`src/rtl/pe_array_2x2_if.sv`:
```
// Bus bundle between a job controller and the 2x2 systolic multiply array.
// The master drives the launch pulse and operands; the slave returns status and the held result matrix.
interface pe_array_2x2_if #(
  parameter int DATA_W = 8
);

  logic              start;
  logic [DATA_W-1:0] a11;
  logic [DATA_W-1:0] a12;
  logic [DATA_W-1:0] a21;
  logic [DATA_W-1:0] a22;
  logic [DATA_W-1:0] b11;
  logic [DATA_W-1:0] b12;
  logic [DATA_W-1:0] b21;
  logic [DATA_W-1:0] b22;
  logic              busy;
  logic              done;
  logic [DATA_W-1:0] c11_PE;
  logic [DATA_W-1:0] c12_PE;
  logic [DATA_W-1:0] c21_PE;
  logic [DATA_W-1:0] c22_PE;

  modport master (
    output start, a11, a12, a21, a22, b11, b12, b21, b22,
    input  busy, done, c11_PE, c12_PE, c21_PE, c22_PE
  );

  modport slave (
    input  start, a11, a12, a21, a22, b11, b12, b21, b22,
    output busy, done, c11_PE, c12_PE, c21_PE, c22_PE
  );

endinterface

```
`src/rtl/pe_array_2x2.sv`:
```
// 2x2 output-stationary systolic array computing C = A*B on 8-bit unsigned elements.
// Operands are captured on the start edge, streamed in skewed order over four steps,
// and the finished accumulators are copied to held output registers when the job ends.
// All arithmetic wraps modulo 2^DATA_W.
module pe_array_2x2 #(
  parameter int DATA_W = 8
) (
  input  logic           clk,
  input  logic           reset,
  pe_array_2x2_if.slave  bus
);

  typedef enum logic [1:0] {
    IDLE    = 2'd0,
    COMPUTE = 2'd1,
    DONE    = 2'd2
  } state_t;

  state_t state;
  state_t state_next;

  logic [1:0] k;
  logic       capture;
  logic       step;
  logic       last_step;

  logic [DATA_W-1:0] a_cap [2][2];
  logic [DATA_W-1:0] b_cap [2][2];

  // Accumulator of each PE, indexed [row][col].
  logic [DATA_W-1:0] acc      [2][2];
  logic [DATA_W-1:0] acc_next [2][2];

  // Only the registers leaving column 0 (for a) and row 0 (for b) feed another PE;
  // whatever would leave the right or bottom edge of the array is dropped.
  logic [DATA_W-1:0] a_skew [2];
  logic [DATA_W-1:0] b_skew [2];

  logic [DATA_W-1:0] row_inj [2];
  logic [DATA_W-1:0] col_inj [2];
  logic [DATA_W-1:0] a_in    [2][2];
  logic [DATA_W-1:0] b_in    [2][2];

  logic [DATA_W-1:0] c_q [2][2];
  logic              busy_q;
  logic              done_q;

  // State register.
  always_ff @(posedge clk or posedge reset) begin
    if (reset) begin
      state <= IDLE;
    end else begin
      state <= state_next;
    end
  end

  // Next-state decode plus the per-cycle datapath controls.
  always_comb begin
    state_next = state;
    capture    = 1'b0;
    step       = 1'b0;
    last_step  = 1'b0;
    case (state)
      IDLE: begin
        if (bus.start) begin
          capture    = 1'b1;
          state_next = COMPUTE;
        end
      end
      COMPUTE: begin
        step = 1'b1;
        if (k == 2'd3) begin
          last_step  = 1'b1;
          state_next = DONE;
        end
      end
      DONE: begin
        state_next = IDLE;
      end
      default: begin
        state_next = IDLE;
      end
    endcase
  end

  // Skewed edge injection: row i sees A[i][k-i], column j sees B[k-j][j], zero outside the window.
  always_comb begin
    row_inj[0] = '0;
    row_inj[1] = '0;
    col_inj[0] = '0;
    col_inj[1] = '0;
    case (k)
      2'd0: begin
        row_inj[0] = a_cap[0][0];
        col_inj[0] = b_cap[0][0];
      end
      2'd1: begin
        row_inj[0] = a_cap[0][1];
        row_inj[1] = a_cap[1][0];
        col_inj[0] = b_cap[1][0];
        col_inj[1] = b_cap[0][1];
      end
      2'd2: begin
        row_inj[1] = a_cap[1][1];
        col_inj[1] = b_cap[1][1];
      end
      default: begin
        row_inj[0] = '0;
      end
    endcase
  end

  // Operand routing into each PE and the multiply-accumulate result it would latch this step.
  always_comb begin
    for (int i = 0; i < 2; i++) begin
      a_in[i][0] = row_inj[i];
      a_in[i][1] = a_skew[i];
    end
    for (int j = 0; j < 2; j++) begin
      b_in[0][j] = col_inj[j];
      b_in[1][j] = b_skew[j];
    end
    for (int i = 0; i < 2; i++) begin
      for (int j = 0; j < 2; j++) begin
        acc_next[i][j] = acc[i][j] + a_in[i][j] * b_in[i][j];
      end
    end
  end

  // Operand capture, systolic stepping, and the result load on the final compute edge.
  always_ff @(posedge clk or posedge reset) begin
    if (reset) begin
      k <= 2'd0;
      for (int i = 0; i < 2; i++) begin
        a_skew[i] <= '0;
        b_skew[i] <= '0;
        for (int j = 0; j < 2; j++) begin
          a_cap[i][j] <= '0;
          b_cap[i][j] <= '0;
          acc[i][j]   <= '0;
          c_q[i][j]   <= '0;
        end
      end
    end else if (capture) begin
      k           <= 2'd0;
      a_cap[0][0] <= bus.a11;
      a_cap[0][1] <= bus.a12;
      a_cap[1][0] <= bus.a21;
      a_cap[1][1] <= bus.a22;
      b_cap[0][0] <= bus.b11;
      b_cap[0][1] <= bus.b12;
      b_cap[1][0] <= bus.b21;
      b_cap[1][1] <= bus.b22;
      for (int i = 0; i < 2; i++) begin
        a_skew[i] <= '0;
        b_skew[i] <= '0;
        for (int j = 0; j < 2; j++) begin
          acc[i][j] <= '0;
        end
      end
    end else if (step) begin
      k <= k + 2'd1;
      for (int i = 0; i < 2; i++) begin
        a_skew[i] <= a_in[i][0];
        b_skew[i] <= b_in[0][i];
        for (int j = 0; j < 2; j++) begin
          acc[i][j] <= acc_next[i][j];
          if (last_step) begin
            c_q[i][j] <= acc_next[i][j];
          end
        end
      end
    end
  end

  // Status flags are registered decodes of the state being entered, so they track state exactly.
  always_ff @(posedge clk or posedge reset) begin
    if (reset) begin
      busy_q <= 1'b0;
      done_q <= 1'b0;
    end else begin
      busy_q <= (state_next != IDLE);
      done_q <= (state_next == DONE);
    end
  end

  assign bus.busy   = busy_q;
  assign bus.done   = done_q;
  assign bus.c11_PE = c_q[0][0];
  assign bus.c12_PE = c_q[0][1];
  assign bus.c21_PE = c_q[1][0];
  assign bus.c22_PE = c_q[1][1];

endmodule

```
`src/flat_wrapper.sv`:
```
// flat-port wrapper written by rule: the top's interface ports become plain ports
module pe_array_2x2_flat 
#(
  parameter int DATA_W = 8
)
  (clk, reset, bus_start, bus_a11, bus_a12, bus_a21, bus_a22, bus_b11, bus_b12, bus_b21, bus_b22, bus_busy, bus_done, bus_c11_PE, bus_c12_PE, bus_c21_PE, bus_c22_PE);
  pe_array_2x2_if #(.DATA_W(DATA_W)) bus_i ();
  input  logic clk;
  input  logic reset;
  input wire logic [$bits(bus_i.start)-1:0] bus_start;
  input wire logic [$bits(bus_i.a11)-1:0] bus_a11;
  input wire logic [$bits(bus_i.a12)-1:0] bus_a12;
  input wire logic [$bits(bus_i.a21)-1:0] bus_a21;
  input wire logic [$bits(bus_i.a22)-1:0] bus_a22;
  input wire logic [$bits(bus_i.b11)-1:0] bus_b11;
  input wire logic [$bits(bus_i.b12)-1:0] bus_b12;
  input wire logic [$bits(bus_i.b21)-1:0] bus_b21;
  input wire logic [$bits(bus_i.b22)-1:0] bus_b22;
  output wire logic [$bits(bus_i.busy)-1:0] bus_busy;
  output wire logic [$bits(bus_i.done)-1:0] bus_done;
  output wire logic [$bits(bus_i.c11_PE)-1:0] bus_c11_PE;
  output wire logic [$bits(bus_i.c12_PE)-1:0] bus_c12_PE;
  output wire logic [$bits(bus_i.c21_PE)-1:0] bus_c21_PE;
  output wire logic [$bits(bus_i.c22_PE)-1:0] bus_c22_PE;
  assign bus_i.start = bus_start;
  assign bus_i.a11 = bus_a11;
  assign bus_i.a12 = bus_a12;
  assign bus_i.a21 = bus_a21;
  assign bus_i.a22 = bus_a22;
  assign bus_i.b11 = bus_b11;
  assign bus_i.b12 = bus_b12;
  assign bus_i.b21 = bus_b21;
  assign bus_i.b22 = bus_b22;
  assign bus_busy = bus_i.busy;
  assign bus_done = bus_i.done;
  assign bus_c11_PE = bus_i.c11_PE;
  assign bus_c12_PE = bus_i.c12_PE;
  assign bus_c21_PE = bus_i.c21_PE;
  assign bus_c22_PE = bus_i.c22_PE;
  pe_array_2x2 #(.DATA_W(DATA_W)) u_core (.clk(clk), .reset(reset), .bus(bus_i));
endmodule
```
`config.mk`:
```
export PLATFORM = sky130hd
export DESIGN_NAME = pe_array_2x2_flat
export DESIGN_NICKNAME = d
export VERILOG_FILES = /design/src/rtl/pe_array_2x2_if.sv /design/src/rtl/pe_array_2x2.sv /design/src/flat_wrapper.sv
export SDC_FILE = /design/constraint.sdc
export NUM_CORES = 1
export LEC_CHECK = 0
export CAP_MARGIN = 20
export CORE_MARGIN = 1.5
export CORE_UTILIZATION = 43
export CTS_CLUSTER_DIAMETER = 30
export DETAILED_ROUTE_END_ITERATION = 8
export PLACE_DENSITY = 0.61
export SYNTH_ARGS = -nofsm -noshare
export SYNTH_HDL_FRONTEND = slang
export SYNTH_SLANG_ARGS = --single-unit
```
`constraint.sdc`:
```
create_clock -name clk -period 15.5 [get_ports clk]
set_clock_uncertainty 0.05 [all_clocks]
set_input_delay 1.55 -clock clk [delete_from_list [all_inputs] [get_ports clk]]
set_output_delay 1.55 -clock clk [all_outputs]
set_load 0.01 [all_outputs]
```
Word level (Yosys, flattened, before mapping)
Index checks and enable logic that the tools add are counted.

Flip-flop bits (word level): 166. Input bits: 67. Output and inout port bits: 34. Word-level logic and storage cells: 64.

Add/sub/neg operators: 5. Multiply operators: 4. Equal/unequal tests: 5. Muxes and demuxes: 20. Bitwise logic cells: 1. Reductions and logical operators: 5.

Operator list (count): 16-bit 2-to-1 mux (4); 32-bit 2-to-1 mux (2); 8-bit one-hot mux with 2 select lines (4); 8-bit adder (4); 8-bit by 8-bit multiplier with 8-bit output (4); 2-bit 2-to-1 mux (4); 2-bit == test, second input constant (3); 1-bit 2-to-1 mux (5); 2-bit by 1-bit == test with 1-bit output, second input constant (2); 2-bit logical NOT (2); 2-bit one-hot mux with 2 select lines (1); 2-bit nonzero test (2); 3-bit AND reduction (1); 2-bit by 1-bit adder with 2-bit output, second input constant (1); 1-bit NOT (1).

Longest topological paths before layout
Word-level depth: 6. Mapped depth: 24. Depth with buffers taken out: 20.

Worst setup path before layout
OpenSTA, ideal clock, no wires.

Path type: register -> register. Start point: register u_core.k[0]. End point: register u_core.acc[31] (netlist bit). Setup time: 74 ps. Arrival: 5011 ps. Required time: 15376 ps. Path slack: 10365 ps. Cell stages (with the launch flop): 22. Path buffers: 2. Clock period less this slack: 5135 ps. Path through: dfrtp_1 -> inv_1 -> ha_1 -> buf_2 -> buf_1 -> a22o_1 -> and2_1 -> fa_1 -> inv_1 -> fa_1 -> inv_1 -> ha_1 -> inv_1 -> fa_1 -> fa_1 -> inv_1 -> a21o_1 -> a21oi_1 -> xnor2_1 -> xnor2_2 -> xnor3_2 -> o21ai_2.

Longest elaborated chain between the ends: 6. Elaborated cells between the ends (all ways): 8. Classes of those cells: add/sub (1); mul (1); eq/ne (1); mux (4); reduce/logical (1).

Ends and longest elaborated chain: start, declared (line pe_array_2x2.sv:22) `logic [1:0] k;`; start signal, assigned (line pe_array_2x2.sv:162) `k <= k + 2'd1;`; 2-bit by 1-bit == test with 1-bit output or 2-bit logical NOT (tied branches) (line pe_array_2x2.sv:92) `case (k)`; 8-bit one-hot mux with 2 select lines (line pe_array_2x2.sv:92); 8-bit by 8-bit multiplier with 8-bit output * (line pe_array_2x2.sv:125) `acc_next[i][j] = acc[i][j] + a_in[i][j] * b_in[i][j];`; 8-bit adder * (line pe_array_2x2.sv:125); 32-bit 2-to-1 mux * (line pe_array_2x2.sv:161) `end else if (step) begin`; 32-bit 2-to-1 mux * (line pe_array_2x2.sv:144) `end else if (capture) begin`; end signal, assigned by index (line pe_array_2x2.sv:167) `acc[i][j] <= acc_next[i][j];`; end, declared (line pe_array_2x2.sv:31) `logic [DATA_W-1:0] acc [2][2];`.

Every way passes the cells marked *; elsewhere a longest branch is shown, timed or not. The select of a mux whose other input is x is not followed. A chain may end at the register's enable or synchronous reset.

Final worst setup path
Start point: register u_core.k[1]. End point: register u_core.acc[23] (netlist bit).

Longest elaborated chain between the ends: 6. Elaborated cells between the ends (all ways): 7. Classes of those cells: add/sub (1); mul (1); eq/ne (2); mux (3).

Ends and longest elaborated chain (line): 2-bit == test or 2-bit by 1-bit == test with 1-bit output (tied branches) (pe_array_2x2.sv:92); 8-bit one-hot mux with 2 select lines * (pe_array_2x2.sv:92); 8-bit by 8-bit multiplier with 8-bit output * (pe_array_2x2.sv:125); 8-bit adder * (pe_array_2x2.sv:125); 32-bit 2-to-1 mux * (pe_array_2x2.sv:161); 32-bit 2-to-1 mux * (pe_array_2x2.sv:144).

Marked as above.

==> results.md <==
* Initial Util at 43.6%
* Placed cells at around 1400
* Die Span X at 162 microns
* Worst setup SP type: flip-flop
* Post-route cell area at about 13000 sq um
* Clock H-tree levels at 4
* Pwr per Cell Area at roughly 230 nW/um^2
* Area Overhead vs Synth at 17.3%
* Syn Area/Cell at between 10 and 15 sq um
* Met2 wire length at around 11000 microns
* Status: completed
* Max clock buf depth at 2
* P_leak at 5.97 nW
* Antenna Cells at 0
* Switching share of power at 42.7%
* Via/cell ratio at 5.00
* Internal power at ~0.0017 W
* Setup crit end kind: flip-flop
* Drt total wl at roughly 24000 microns
* Critical path arrival at between 6000 and 7000 ps
* Num rows at 58
* Pre-Repair DR Iteration Count at 5
* Logic pwr share at about 57%
* Clock transition at path regs at about 70 ps
* # IOs at 101
* Adder-cell share of the synthesized area at 21.5%
* Fin crit period at about 5800 ps
* Largest family of logic cells by synthesized area: adder cells
* Max-Cap Viols at 0
* Post-DP Area at 12100 sq um
* Warnings from Yosys at 0
* Post-CTS Setup Bufs at 0
* Synth Net Count at 1227
* Xor/xnor share of the synthesized area at under 10%
* First-pass GRT wire length at just over 40000 microns
* Synth area leaders: dfrtp_1 (38%), fa_1 (13%), ha_1 (8.3%)
* Total number of vias at 7213
* Core area at around 25000 sq um
* Root buffer cell: clkbuf_16
* Input/output buffers at 100
* Peak VDD IR at 0.187 mV
* Post-synthesis register bit count at 166
* Max Used Layer: met4
* PnR Total Power at ~0.0029 W
* DRC Markers at 0
* Hold crit path type: reg -> reg
* Final hold slack at 428 ps
* Final net count at 1310
* Die area at approximately 26000 sq um
* Max-slew headroom at ~36%
* Share of layout cells above drive strength 1 at 12.1%
* Seq/Total Area, Yosys at 38.2%
* Cell Chain, Critical Path: inv_1 -> ha_2 -> a22oi_1 -> nor2b_1 -> nand2_1 -> fa_1 -> inv_1 -> fa_1 -> inv_1 -> fa_1 -> fa_1 -> inv_1 -> ha_1 -> a21oi_1 -> xor2_1 -> xnor2_1 -> xnor3_1 -> o21ai_1
* Worst skew pair latency at about 440 ps
* Clock Sink Count at 166
* Post-cts resize count at 0
* Mux contribution to synthesized area at between 8 and 9%
* Final Cycle Share at ~37%
* CP max-delay cell: ha_2
* Cell count after synthesis at 1016
* DR iter-0 viols at between 400 and 500
* Post-synth top area cell: dfrtp_1
* Die Y-Extent at between 150 and 200 microns
* RSZ-0062 raised after global routing: no
* Post-route setup TNS at 0 ps
* Global Route Usage Sum at between 15 and 20%
* Met3 WL at 946 microns
* Detailed placement HPWL at around 18000 microns
* Non-filler cells, final at 1442
* Remaining global-route overflow at 0
* Wire per inst at 16.6 microns
* CTS tree: built
* P_sw at 0.00124 W
* Synth top area share at a little under two fifths
* Final antenna-violating net count at 0
* Distinct cells, synth at 45
* Hold_buf cts at 0
* Max-slew violations at 0
* Vias in the first global route at between 7000 and 8000
* Largest net degree at the start of global routing at about 100
* Simple-gate share of the synthesized area at roughly a tenth
* Met1 Routed Length at between 10000 and 15000 microns
* Max incr delay on CP at approximately 830 ps
* Mapped Area at between 10000 and 15000 sq um
* Crit Path Class: reg -> reg
* WP data required at ~16000 ps
* Setup violators final at 0
* Reg2reg setup slack at roughly 9700 ps
* Hold Violations, Final at 0
* CTS buffer count at 17
* Initial antenna violation count at 0
* Sequential power share at 27.3%
* Gpl congestion at 0.819
* Slew of the pin with the lowest slew margin at just under 1000 ps
* Fmax at between 150 and 200 MHz
* Compound-Gate Fraction of Synth Area at under 10%
* Clock Power Share at around 16%
* CP max FO at 52
==> synthesized netlist by cell type, drive strengths merged <==
library cell	number
nand3	5
a32oi	2
a22o	35
and2	43
buf	13
fa	72
xor2	15
nand2b	3
xnor2	51
nor3b	1
nand2	142
o22ai	8
a21oi	16
a22oi	20
a32o	3
xnor3	3
o21ai	48
nor2b	16
inv	144
nand4	2
ha	72
a21o	11
mux2	82
o211ai	3
o21bai	3
clkbuf	29
dfrtp	166
nor2	8
==> worst max-delay path, delay by kind of cell, from the launching register on <==
| family | cells | cell delay (ps) |
|---|---|---|
| xor+xnor | 3 | 600 |
| simple gates | 2 | 770 |
| fa+ha+maj | 6 | 3190 |
| compound gates | 3 | 450 |
| flops | 1 | 400 |
| buf+inv | 4 | 250 |
==> cells by family (layout without fill, tap and decap cells) <==
family / Yosys count / in the layout
buffers and inverters: 186 / 282
adders and majority gates: 144 / 144
AOI/OAI and AO/OA: 149 / 149
and+or+nand+nor: 220 / 220
DFF: 166 / 166
muxes: 82 / 82
xor gates and xnor gates: 69 / 69
==> sequential cells by signal (all words and copies together) (netlist names) <==
register / flops
u_core.a_cap: 32
u_core.acc: 32
u_core.b_cap: 32
u_core.a_in: 16
u_core.b_in: 16
u_core.bus.c11_PE: 8
u_core.bus.c12_PE: 8
u_core.bus.c21_PE: 8
u_core.bus.c22_PE: 8
u_core.k: 2
u_core.state: 2
u_core.bus.busy: 1
u_core.bus.done: 1
==> worst paths after layout <==
check                      cells after the start            startpoint                   end
max in group asynchronous                      3                 reset  u_core.bus.c21_PE[2]
hold / removal                                 2  u_core.bus.c11_PE[6]  u_core.bus.c11_PE[6]
setup / recovery                              18           u_core.k[1]        u_core.acc[23]
hold reg to reg                                2  u_core.bus.c11_PE[6]  u_core.bus.c11_PE[6]
setup reg to reg                              18           u_core.k[1]        u_core.acc[23]
min in group asynchronous                      2                 reset       u_core.b_cap[2]
==> layout make-up <==
cell class	count	area, sq um
Clock inverter	13	168
Timing Repair Buffer	106	1050
Sequential cell	166	4150
Fill cell	2298	12200
Tap cell	330	413
Inverter	144	546
Clock buffer	19	443
Multi-Input combinational cell	664	5990
==> metrics by stage <==
stage	utilization [%]	setup WS (ps)
CTS	51.1	9700
global route	51.1	9260
detailed placement	48.7	9720
global placement	48.7	9850
floorplan	-	9410
finish	51.1	9710
==> routing by layer <==
metal | GRT usage (%) | vias up
li1 | - | 3462
met1 | 29.5 | 3593
met2 | 30.2 | 141
met3 | 3.55 | 17
met4 | 4.55 | 0
met5 | 0 | -
==> power by group through the flow <==
stage	clock, W	sequential [W]	combinational (W)
final	0.000450	0.000790	0.00165
after global routing	0.000479	0.000816	0.00187
after CTS	0.000463	0.000791	0.00168
after detailed placement	0	0.000798	0.00166
after global placement	0	0.000794	0.00161
after floorplan	0	0.000753	0.00125
==> cell usage in the layout, fill, tap and decap left out, drive strengths merged <==
| cell | netlist | final |
|---|---|---|
| dfrtp | 166 | 166 |
| inv | 144 | 150 |
| nand2 | 142 | 142 |
| clkdlybuf4s50 | 0 | 100 |
| mux2 | 82 | 82 |
| fa | 72 | 72 |
| ha | 72 | 72 |
| xnor2 | 51 | 51 |
| o21ai | 48 | 48 |
| and2 | 43 | 43 |
| a22o | 35 | 35 |
| a22oi | 20 | 20 |
| clkbuf | 29 | 19 |
| a21oi | 16 | 16 |
| nor2b | 16 | 16 |
| xor2 | 15 | 15 |
| a21o | 11 | 11 |
| o22ai | 8 | 8 |
| nor2 | 8 | 8 |
| buf | 13 | 6 |
| nand3 | 5 | 5 |
| nand2b | 3 | 3 |
| a32o | 3 | 3 |
| o211ai | 3 | 3 |
| bufinv | 0 | 3 |
| clkinv | 0 | 3 |
| o21bai | 3 | 3 |
| xnor3 | 3 | 3 |
| nand4 | 2 | 2 |
| a32oi | 2 | 2 |
| nor3b | 1 | 1 |
| clkinvlp | 0 | 1 |
Note: power is estimated with default switching activity, not from simulation.
